`src/rtl/qspi_fastread_master.sv`:
```
// rtl/qspi_fastread_master.sv - SPI mode-0 Fast Read (0x0B) initiator returning a 32-bit word
module qspi_fastread_master #(
    parameter int CLK_DIV   = 4,
    parameter int DUMMY_CYC = 8,
    parameter int CSH_CYC   = 8
) (
    input  logic        clk,
    input  logic        rst,
    input  logic [23:0] req_addr,
    input  logic        req_valid,
    output logic        req_ready,
    output logic [31:0] rsp_data,
    output logic        rsp_valid,
    input  logic        rsp_ready,
    output logic        busy,
    output logic        qspi_clk,
    output logic        qspi_csn,
    output logic        qspi_di,
    input  logic        qspi_do,
    output logic        qspi_wpn,
    output logic        qspi_holdn
);
    localparam int TOTAL = 64 + DUMMY_CYC;
    localparam int DW    = (CLK_DIV > 1) ? $clog2(CLK_DIV) : 1;
    localparam int BW    = $clog2(TOTAL);
    localparam int CW    = $clog2(CSH_CYC + 1);

    localparam logic [DW-1:0] DIV_LAST  = DW'(CLK_DIV - 1);
    localparam logic [BW-1:0] BIT_LAST  = BW'(TOTAL - 1);
    localparam logic [BW-1:0] BIT_DATA  = BW'(32 + DUMMY_CYC);
    localparam logic [BW-1:0] BIT_CMDAD = BW'(31);
    localparam logic [CW-1:0] CSH_LOAD  = CW'(CSH_CYC - 1);

    typedef enum logic [1:0] {S_IDLE, S_START, S_SHIFT, S_CSH} state_t;

    state_t          r_state;
    logic [DW-1:0]   r_div_cnt;
    logic [BW-1:0]   r_bit_cnt;
    logic [CW-1:0]   r_csh_cnt;
    logic [31:0]     r_sr_out;
    logic [31:0]     r_sr_in;
    logic [31:0]     r_rsp_data;
    logic            r_rsp_valid;
    logic            r_req_ready;
    logic            r_busy;
    logic            r_qspi_clk;
    logic            r_qspi_csn;
    logic            r_qspi_di;
    logic            w_rsp_clear;

    assign w_rsp_clear = !r_rsp_valid || rsp_ready;

    always_ff @(posedge clk) begin
        if (rst) begin
            r_state     <= S_IDLE;
            r_div_cnt   <= '0;
            r_bit_cnt   <= '0;
            r_csh_cnt   <= '0;
            r_sr_out    <= '0;
            r_sr_in     <= '0;
            r_rsp_data  <= '0;
            r_rsp_valid <= 1'b0;
            r_req_ready <= 1'b0;
            r_busy      <= 1'b0;
            r_qspi_clk  <= 1'b0;
            r_qspi_csn  <= 1'b1;
            r_qspi_di   <= 1'b0;
        end else begin
            if (r_rsp_valid && rsp_ready)
                r_rsp_valid <= 1'b0;
            case (r_state)
                S_IDLE: begin
                    if (r_req_ready && req_valid) begin
                        r_state     <= S_START;
                        r_sr_out    <= {8'h0B, req_addr};
                        r_busy      <= 1'b1;
                        r_req_ready <= 1'b0;
                    end else begin
                        r_req_ready <= 1'b1;
                    end
                end
                S_START: begin
                    r_state    <= S_SHIFT;
                    r_qspi_csn <= 1'b0;
                    r_qspi_clk <= 1'b0;
                    r_qspi_di  <= r_sr_out[31];
                    r_div_cnt  <= '0;
                    r_bit_cnt  <= '0;
                end
                S_SHIFT: begin
                    if (r_div_cnt != DIV_LAST) begin
                        r_div_cnt <= r_div_cnt + 1'b1;
                    end else begin
                        r_div_cnt <= '0;
                        if (!r_qspi_clk) begin
                            // qspi_do is captured on the edge that raises qspi_clk
                            r_qspi_clk <= 1'b1;
                            if (r_bit_cnt >= BIT_DATA)
                                r_sr_in <= {r_sr_in[30:0], qspi_do};
                        end else begin
                            r_qspi_clk <= 1'b0;
                            if (r_bit_cnt == BIT_LAST) begin
                                r_qspi_csn  <= 1'b1;
                                r_rsp_valid <= 1'b1;
                                r_rsp_data  <= r_sr_in;
                                r_busy      <= 1'b0;
                                r_csh_cnt   <= CSH_LOAD;
                                r_state     <= S_CSH;
                            end else begin
                                r_bit_cnt <= r_bit_cnt + 1'b1;
                                r_sr_out  <= {r_sr_out[30:0], 1'b0};
                                r_qspi_di <= (r_bit_cnt < BIT_CMDAD) ? r_sr_out[30] : 1'b0;
                            end
                        end
                    end
                end
                S_CSH: begin
                    if (r_csh_cnt != '0)
                        r_csh_cnt <= r_csh_cnt - 1'b1;
                    // IDLE is entered with req_ready already high, one cycle before accept
                    if (r_csh_cnt <= CW'(1) && w_rsp_clear) begin
                        r_state     <= S_IDLE;
                        r_req_ready <= 1'b1;
                    end
                end
                default: r_state <= S_IDLE;
            endcase
        end
    end

    assign req_ready  = r_req_ready;
    assign rsp_data   = r_rsp_data;
    assign rsp_valid  = r_rsp_valid;
    assign busy       = r_busy;
    assign qspi_clk   = r_qspi_clk;
    assign qspi_csn   = r_qspi_csn;
    assign qspi_di    = r_qspi_di;
    assign qspi_wpn   = 1'b1;
    assign qspi_holdn = 1'b1;
endmodule

```
`config.mk`:
```
export PLATFORM = sky130hd
export DESIGN_NAME = qspi_fastread_master
export DESIGN_NICKNAME = d
export VERILOG_FILES = /design/src/rtl/qspi_fastread_master.sv
export SDC_FILE = /design/constraint.sdc
export NUM_CORES = 1
export LEC_CHECK = 0
export CORE_ASPECT_RATIO = 0.75
export CORE_MARGIN = 2
export CORE_UTILIZATION = 49
export DETAILED_ROUTE_END_ITERATION = 10
export PLACE_DENSITY = 0.75
export REMOVE_ABC_BUFFERS = 1
export SYNTH_ARGS = -nofsm -noshare
export SYNTH_HDL_FRONTEND = slang
export SYNTH_SLANG_ARGS = --single-unit
```
`constraint.sdc`:
```
create_clock -name clk -period 1.7 [get_ports clk]
set_clock_uncertainty 0.05 [all_clocks]
set_input_delay 0.255 -clock clk [delete_from_list [all_inputs] [get_ports clk]]
set_output_delay 0.255 -clock clk [all_outputs]
set_load 0.03 [all_outputs]
```
==> results of run 1 <==
[power groups by stage]
stage / Sequential [mW] / Combinational (mW) / Clock, mW
2_1_floorplan: 3.38 / 1.96 / 0
3_3_place_gp: 3.32 / 3.07 / 0
3_5_place_dp: 3.34 / 3.22 / 0
4_1_cts: 3.31 / 3.76 / 3.36
5_1_grt: 3.37 / 4.80 / 3.52
6_report: 3.35 / 4.54 / 3.35
[cell usage after synthesis (all sizes together), types with 2 or more instances]
cell     number  area (µm²)
nand2       146         556
o31ai         2        28.8
nand3         7        35.0
and3          2        12.5
nor2b         2        12.5
and4          2        17.5
o2111ai       4        35.0
o211ai        2        15.0
a31oi         2        12.5
or3           6        37.5
inv          13        48.8
dfxtp       117        2340
or2           2        12.5
nor2          9        41.3
a31o          2        17.5
mux2i        28         280
a211oi       27         305
o21ai         8        40.0
nand2b        2        12.5
clkbuf       20        76.3
a21oi       107         536
nor3         16         103
ha           10         125
buf          22         173
[how the worst min path moves through the flow]
stage          slack (ns)    startpoint  cells after the start           end
6_report             0.28           rst                      2     rsp_valid
5_1_grt              0.31           rst                      2     rsp_valid
4_1_cts              0.28           rst                      2     rsp_valid
3_5_place_dp         0.40   r_sr_in[31]                      2   r_sr_in[31]
3_3_place_gp         0.39  r_sr_out[29]                      2  r_sr_out[30]
2_1_floorplan        0.27           rst                      1  r_sr_out[10]
[area by class of cell]
class,count,area share [%]
clock buffer,18,5.67
clock inverter,14,1.65
inverter,13,0.760
multi-input combinational,406,37.9
sequential,117,31.1
tap,136,2.25
timing repair buffer,145,20.7
[through the flow]
step,utilization (%),instances,setup WS (ns),power (mW)
after floorplan,-,536,-1.65,5.34
after global placement,60.2,787,-0.169,6.39
after detailed placement,60.2,787,-0.202,6.57
after CTS,69.2,837,-0.0540,10.4
after global routing,74.4,849,-0.164,11.7
final,74.4,849,-0.103,11.2
[kinds of logic (layout without fill, tap and decap cells)]
family,after synthesis,in the layout,share of synthesized area (%)
muxes,28,28,5.55
DFF,117,117,46.3
xor gates and xnor gates,1,1,0.173
and+or+nand+nor,200,200,17.8
AOI/OAI and AO/OA,165,165,21.7
adders and majority gates,10,10,2.48
other,1,2,0.0742
buffers and inverters,55,190,5.89
[worst max-delay path: cells and delay by family (launching register included)]
family	cells	cell delay, ns
AOI/OAI and AO/OA	4	0.76
adders and majority gates	1	0.15
DFF	1	0.38
buffers and inverters	3	0.35
[cell usage in the layout (no fill, tap or decap), drive strengths merged, types with 2 or more instances in the layout]
master	n
o21ai	8
o211ai	2
buf	74
a31oi	2
and3	2
clkinvlp	4
a31o	2
a21oi	107
clkinv	6
o31ai	2
or3	6
a211oi	27
o2111ai	4
mux2i	28
dfxtp	117
nand3	7
nand2	146
clkdlybuf4s50	27
nand2b	2
clkbuf	24
nor2	9
dlygate4sd2	38
or2	2
nor3	16
inv	16
ha	10
and4	2
nor2b	2
conb	2
[state kept, by name, summed over array words and instances, names as in the netlist]
name	flops
rsp_valid	1
r_csh_cnt	4
r_div_cnt	2
r_bit_cnt	7
r_sr_out	32
r_sr_in	32
qspi_clk	1
busy	1
rsp_data	32
qspi_csn	1
r_state	2
qspi_di	1
req_ready	1
[per-layer routing]
layer  track usage, %  wire length, µm  up-vias
li1                 -                -     2258
met1             30.8             6540     2336
met2             41.4             7460      150
met3             5.16              648       37
met4             9.39              357        0
met5                0                0        -
[timing repair]
item                                    4_1_cts  5_1_grt
gates cloned                                  5        6
endpoints found under the hold margin         0        0
pin swaps                                    19       49
endpoints found under the setup margin      117       84
buffers inserted                             13        8
gates resized for setup                      83      102
hold buffers                                  0        0
==> reports/qor.txt, run 1 <==
CTS tree - done
Vias/cell - 5.63
relative slew slack - 60.0%
Comb power frac - 40.4%
Syn Area/Cell - 8.76 µm²
share of power burned in registers - 29.8%
final count of hold timing violations - 0
Reg area - 0.00235 mm²
cts bufs inserted - 17
Die Y - 92.0 µm
crit path launch type - register
Port-buffer cells - 66
GRT Overall Usage - 24.5%
first-pass GRT wire length - 21,700 µm
ANT cells - 0
switching pwr - 3.78 mW
Area Overhead vs Synth - 49.8%
asr flop ratio synth - 0%
DRT Pass-1 Iters - 5
Int Power - 7.45 mW
Multi-input gate area - 0.00287 mm²
CTS Sinks - 117
r2r endpoint - r_sr_out[20]
DR DRC count - 0
hold_ws - 0.283 ns
crit path capture type - register
max-cap viol count - 0
Max stage delay on crit path - 0.38 ns
worst setup path endpoint - r_sr_out[20]
Final ANT Viol Nets - 0
minimum clock period - 1.80 ns
clock slew at reported path FFs - 0.06 ns
Post-synth top flop - dfxtp_1
Hold Path Class - in -> reg
initial core utilization - 49.7%
Final Net Count - 739
reg2reg path depth - 8
Root Buffer - clkbuf_16
synthesized area - 0.00505 mm²
Finished Cell Area - 0.00757 mm²
Die Footprint - 0.0112 mm²
Worst R2R Setup Slack - -0.10 ns
Seq cells post-synth - 117
Yosys cell types - 53
GRT overflow - 0
fin worst setup slack - -0.103 ns
# H-tree levels - 4
sw frac - 33.7%
Clk Latency, worst-skew pair - 0.41 ns
detailed placement HPWL - 7620 µm
Setup CP Type - reg -> reg
Fmax achieved - 555 MHz
Syn Inst Count - 577
Clk network pwr share - 29.8%
sequential area share after synthesis - 46.3%
layout cells sized above 1 - 33.4%
antenna violations before repair - 0
failing checks - negative setup slack
CP Max Fanout - 7
RSZ-0062 raised after global routing - yes
WP data arrival - 2.07 ns
Post-synth EDFFs - 0
chip width - 121 µm
final setup vio count - 68
vias in the first global route - 4,586
pin count of the biggest net entering global routing - 46
total wire length - 15,000 µm
DR WL/cell - 17.7 µm
gpl congestion - 0.862
CTS Buffer Depth - 2
period utilization - 106%
peak supply drop - 0.000802 V
Max Transition Viols Final - 0
Slowest cell on crit path - dfxtp_4
Tightest Pin Transition - 0.600 ns
crit-path cells - inv_4, ha_4, a21boi_4, a211oi_4, buf_12, clkbuf_16, a21oi_1, a211oi_1
PD cells - 1480 mW/mm²
Core ar. - 0.0102 mm²
fillers - 678
initial drt markers - 381
TNS Setup - -2.94 ns
io pins - 69
Yosys warning total - 0
Crit Reg-Reg Startpoint - r_state[1]
outcome - finished with violations
Core Rows - 32
cell leakage power - 3.13 nW
total number of vias - 4,781
Cell Area, Placed - 0.00613 mm²
Critical Path RT - 1.96 ns
Setup crit start - r_state[1]
Power figures use the tool's default switching activity.
==> inputs of run 2 (changes only) <==
Settings changed: GPL_ROUTABILITY_DRIVEN set to 0, REMOVE_ABC_BUFFERS 1 to unset.
==> reports/qor.txt, run 2 (synthesis gave the netlist of run 1 again) <==
failing checks - negative setup slack
Clk Latency, worst-skew pair - 0.42 ns (about the same)
PD cells - 1440 mW/mm² (-2.7%)
fillers - 726 (+7.1%)
ANT cells - 0 (unchanged)
Core ar. - 0.0102 mm² (unchanged)
total wire length - 13,800 µm (-8.2%)
Fmax achieved - 574 MHz (+3.5%)
RSZ-0062 raised after global routing - yes
DRT Pass-1 Iters - 5 (unchanged)
final setup vio count - 23 (-66%)
WP data arrival - 1.98 ns (-0.09 ns)
TNS Setup - -0.368 ns (+2.57 ns)
Worst R2R Setup Slack - -0.04 ns (+0.06 ns)
DR DRC count - 0 (unchanged)
Die Y - 92.0 µm (unchanged)
Die Footprint - 0.0112 mm² (unchanged)
Critical Path RT - 1.94 ns (-0.02 ns)
CTS Sinks - 117 (unchanged)
io pins - 69 (unchanged)
pin count of the biggest net entering global routing - 37 (-20%)
hold_buf cts - 0 (unchanged)
Vias/cell - 5.67 (+0.61%)
crit path launch type - register
crit path capture type - register
Max Transition Viols Final - 0 (unchanged)
fin worst setup slack - -0.0414 ns (+0.0614 ns)
Root Buffer - clkbuf_16
first-pass GRT wire length - 20,300 µm (-6.3%)
GRT Overall Usage - 22.9% (-1.6 points)
dpl cells - 788 (+0.13%)
Final ANT Viol Nets - 0 (unchanged)
outcome - finished with violations
GRT overflow - 0 (unchanged)
Final Net Count - 724 (-2.0%)
most frequent cells in the layout - nand2_1, dfxtp_1, a21oi_1
CTS Buffer Depth - 2 (unchanged)
Port-buffer cells - 66 (unchanged)
max-cap viol count - 0 (unchanged)
peak supply drop - 0.000953 V (+19%)
non-filler cells in the finished layout - 832 (-2.0%)
Reg area - 0.00236 mm² (+0.16%)
detailed placement HPWL - 7620 µm (about the same)
Core Rows - 32 (unchanged)
minimum clock period - 1.74 ns (-0.0614 ns)
# H-tree levels - 4 (unchanged)
final count of hold timing violations - 0 (unchanged)
Area Overhead vs Synth - 41.7%
chip width - 121 µm (unchanged)
total number of vias - 4,714 (-1.4%)
antenna violations before repair - 0 (unchanged)
Multi-input gate area - 0.00271 mm² (-5.8%)
DR WL/cell - 16.6 µm (-6.3%)
cts bufs inserted - 17 (unchanged)
CP Max Fanout - 9 (+2)
cell leakage power - 2.72 nW (-13%)
initial core utilization - 49.7% (unchanged)
clock slew at reported path FFs - 0.06 ns (about the same)
layout cells sized above 1 - 26.7% (-6.7 points)
Setup CP Type - reg -> reg
CTS tree - done
initial drt markers - 408 (+7.1%)
period utilization - 102% (-3.6 points)
Hold Path Class - in -> reg
vias in the first global route - 4,381 (-4.5%)
most common cell after layout, fill and taps aside - nand2_1
-- run 2: cell types whose count changed in the layout (fill, tap and decap cells not counted), moves of 4 or more --
cell     change
buf_4        -5
a21oi_2     -21
nand2_4     -12
nand2_1     +14
a21oi_1     +21
inv_6        -4
-- run 2: critical path: stages (launching register included) --
cell	delay, ns
dfxtp_2	0.33
inv_4	0.07
ha_4	0.21
nand3_2	0.09
or3_4	0.50
clkbuf_16	0.21
nand2_1	0.08
a21oi_1	0.07
-- run 2: area by class of cell --
type | instances | share of cell area, %
well taps | 136 | 2.38
multi-input cells | 406 | 37.8
inverters | 13 | 0.751
repair buffers | 130 | 18.5
clock inverters | 8 | 1.08
clock buffers | 22 | 6.62
flip-flops and latches | 117 | 32.9
-- run 2: per-layer routing --
layer | vias up | share of wire (%) | global-route usage (%)
met1 | 2290 | 45 | 29.7
met4 | 0 | 2.2 | 8.72
met3 | 36 | 5.7 | 5.85
met2 | 174 | 48 | 36.8
li1 | 2214 | - | -
met5 | - | 0 | 0
-- run 2: worst paths after layout --
path	startpoint	end	cells after the start
min	rst	rsp_valid	2
max reg2reg	r_state[0]	rsp_data[8]	7
max	r_state[0]	rsp_data[8]	7
min reg2reg	rsp_data[31]	rsp_data[31]	2
-- run 2: through the flow --
step / power [mW] / util [%] / hold slack, ns / setup WS (ns) / cell area (µm²)
5_1_grt: 10.8 / 70.4 / 0.223 / -0.0773 / 7160
6_report: 10.3 / 70.4 / 0.181 / -0.0414 / 7160
2_1_floorplan: 5.62 / - / 0.341 / 0.0114 / 5090
3_3_place_gp: 6.39 / 60.5 / 0.389 / -0.133 / 6150
3_5_place_dp: 6.52 / 60.5 / 0.393 / -0.139 / 6150
4_1_cts: 9.99 / 66.2 / 0.165 / -0.0102 / 6730
-- run 2: where the power goes --
group | total, mW | internal [mW] | switching (mW)
logic | 3.62 | 1.68 | 1.94
clock network | 3.37 | 2.10 | 1.27
registers | 3.36 | 3.11 | 0.249
-- run 2: timing repair --
| item | 4_1_cts | 5_1_grt |
|---|---|---|
| gates resized for setup | 53 | 73 |
| hold endpoints to repair | 0 | 0 |
| cloned | 0 | 6 |
| setup endpoints to repair | 111 | 73 |
| pin swaps | 6 | 22 |
| setup buffers | 2 | 6 |
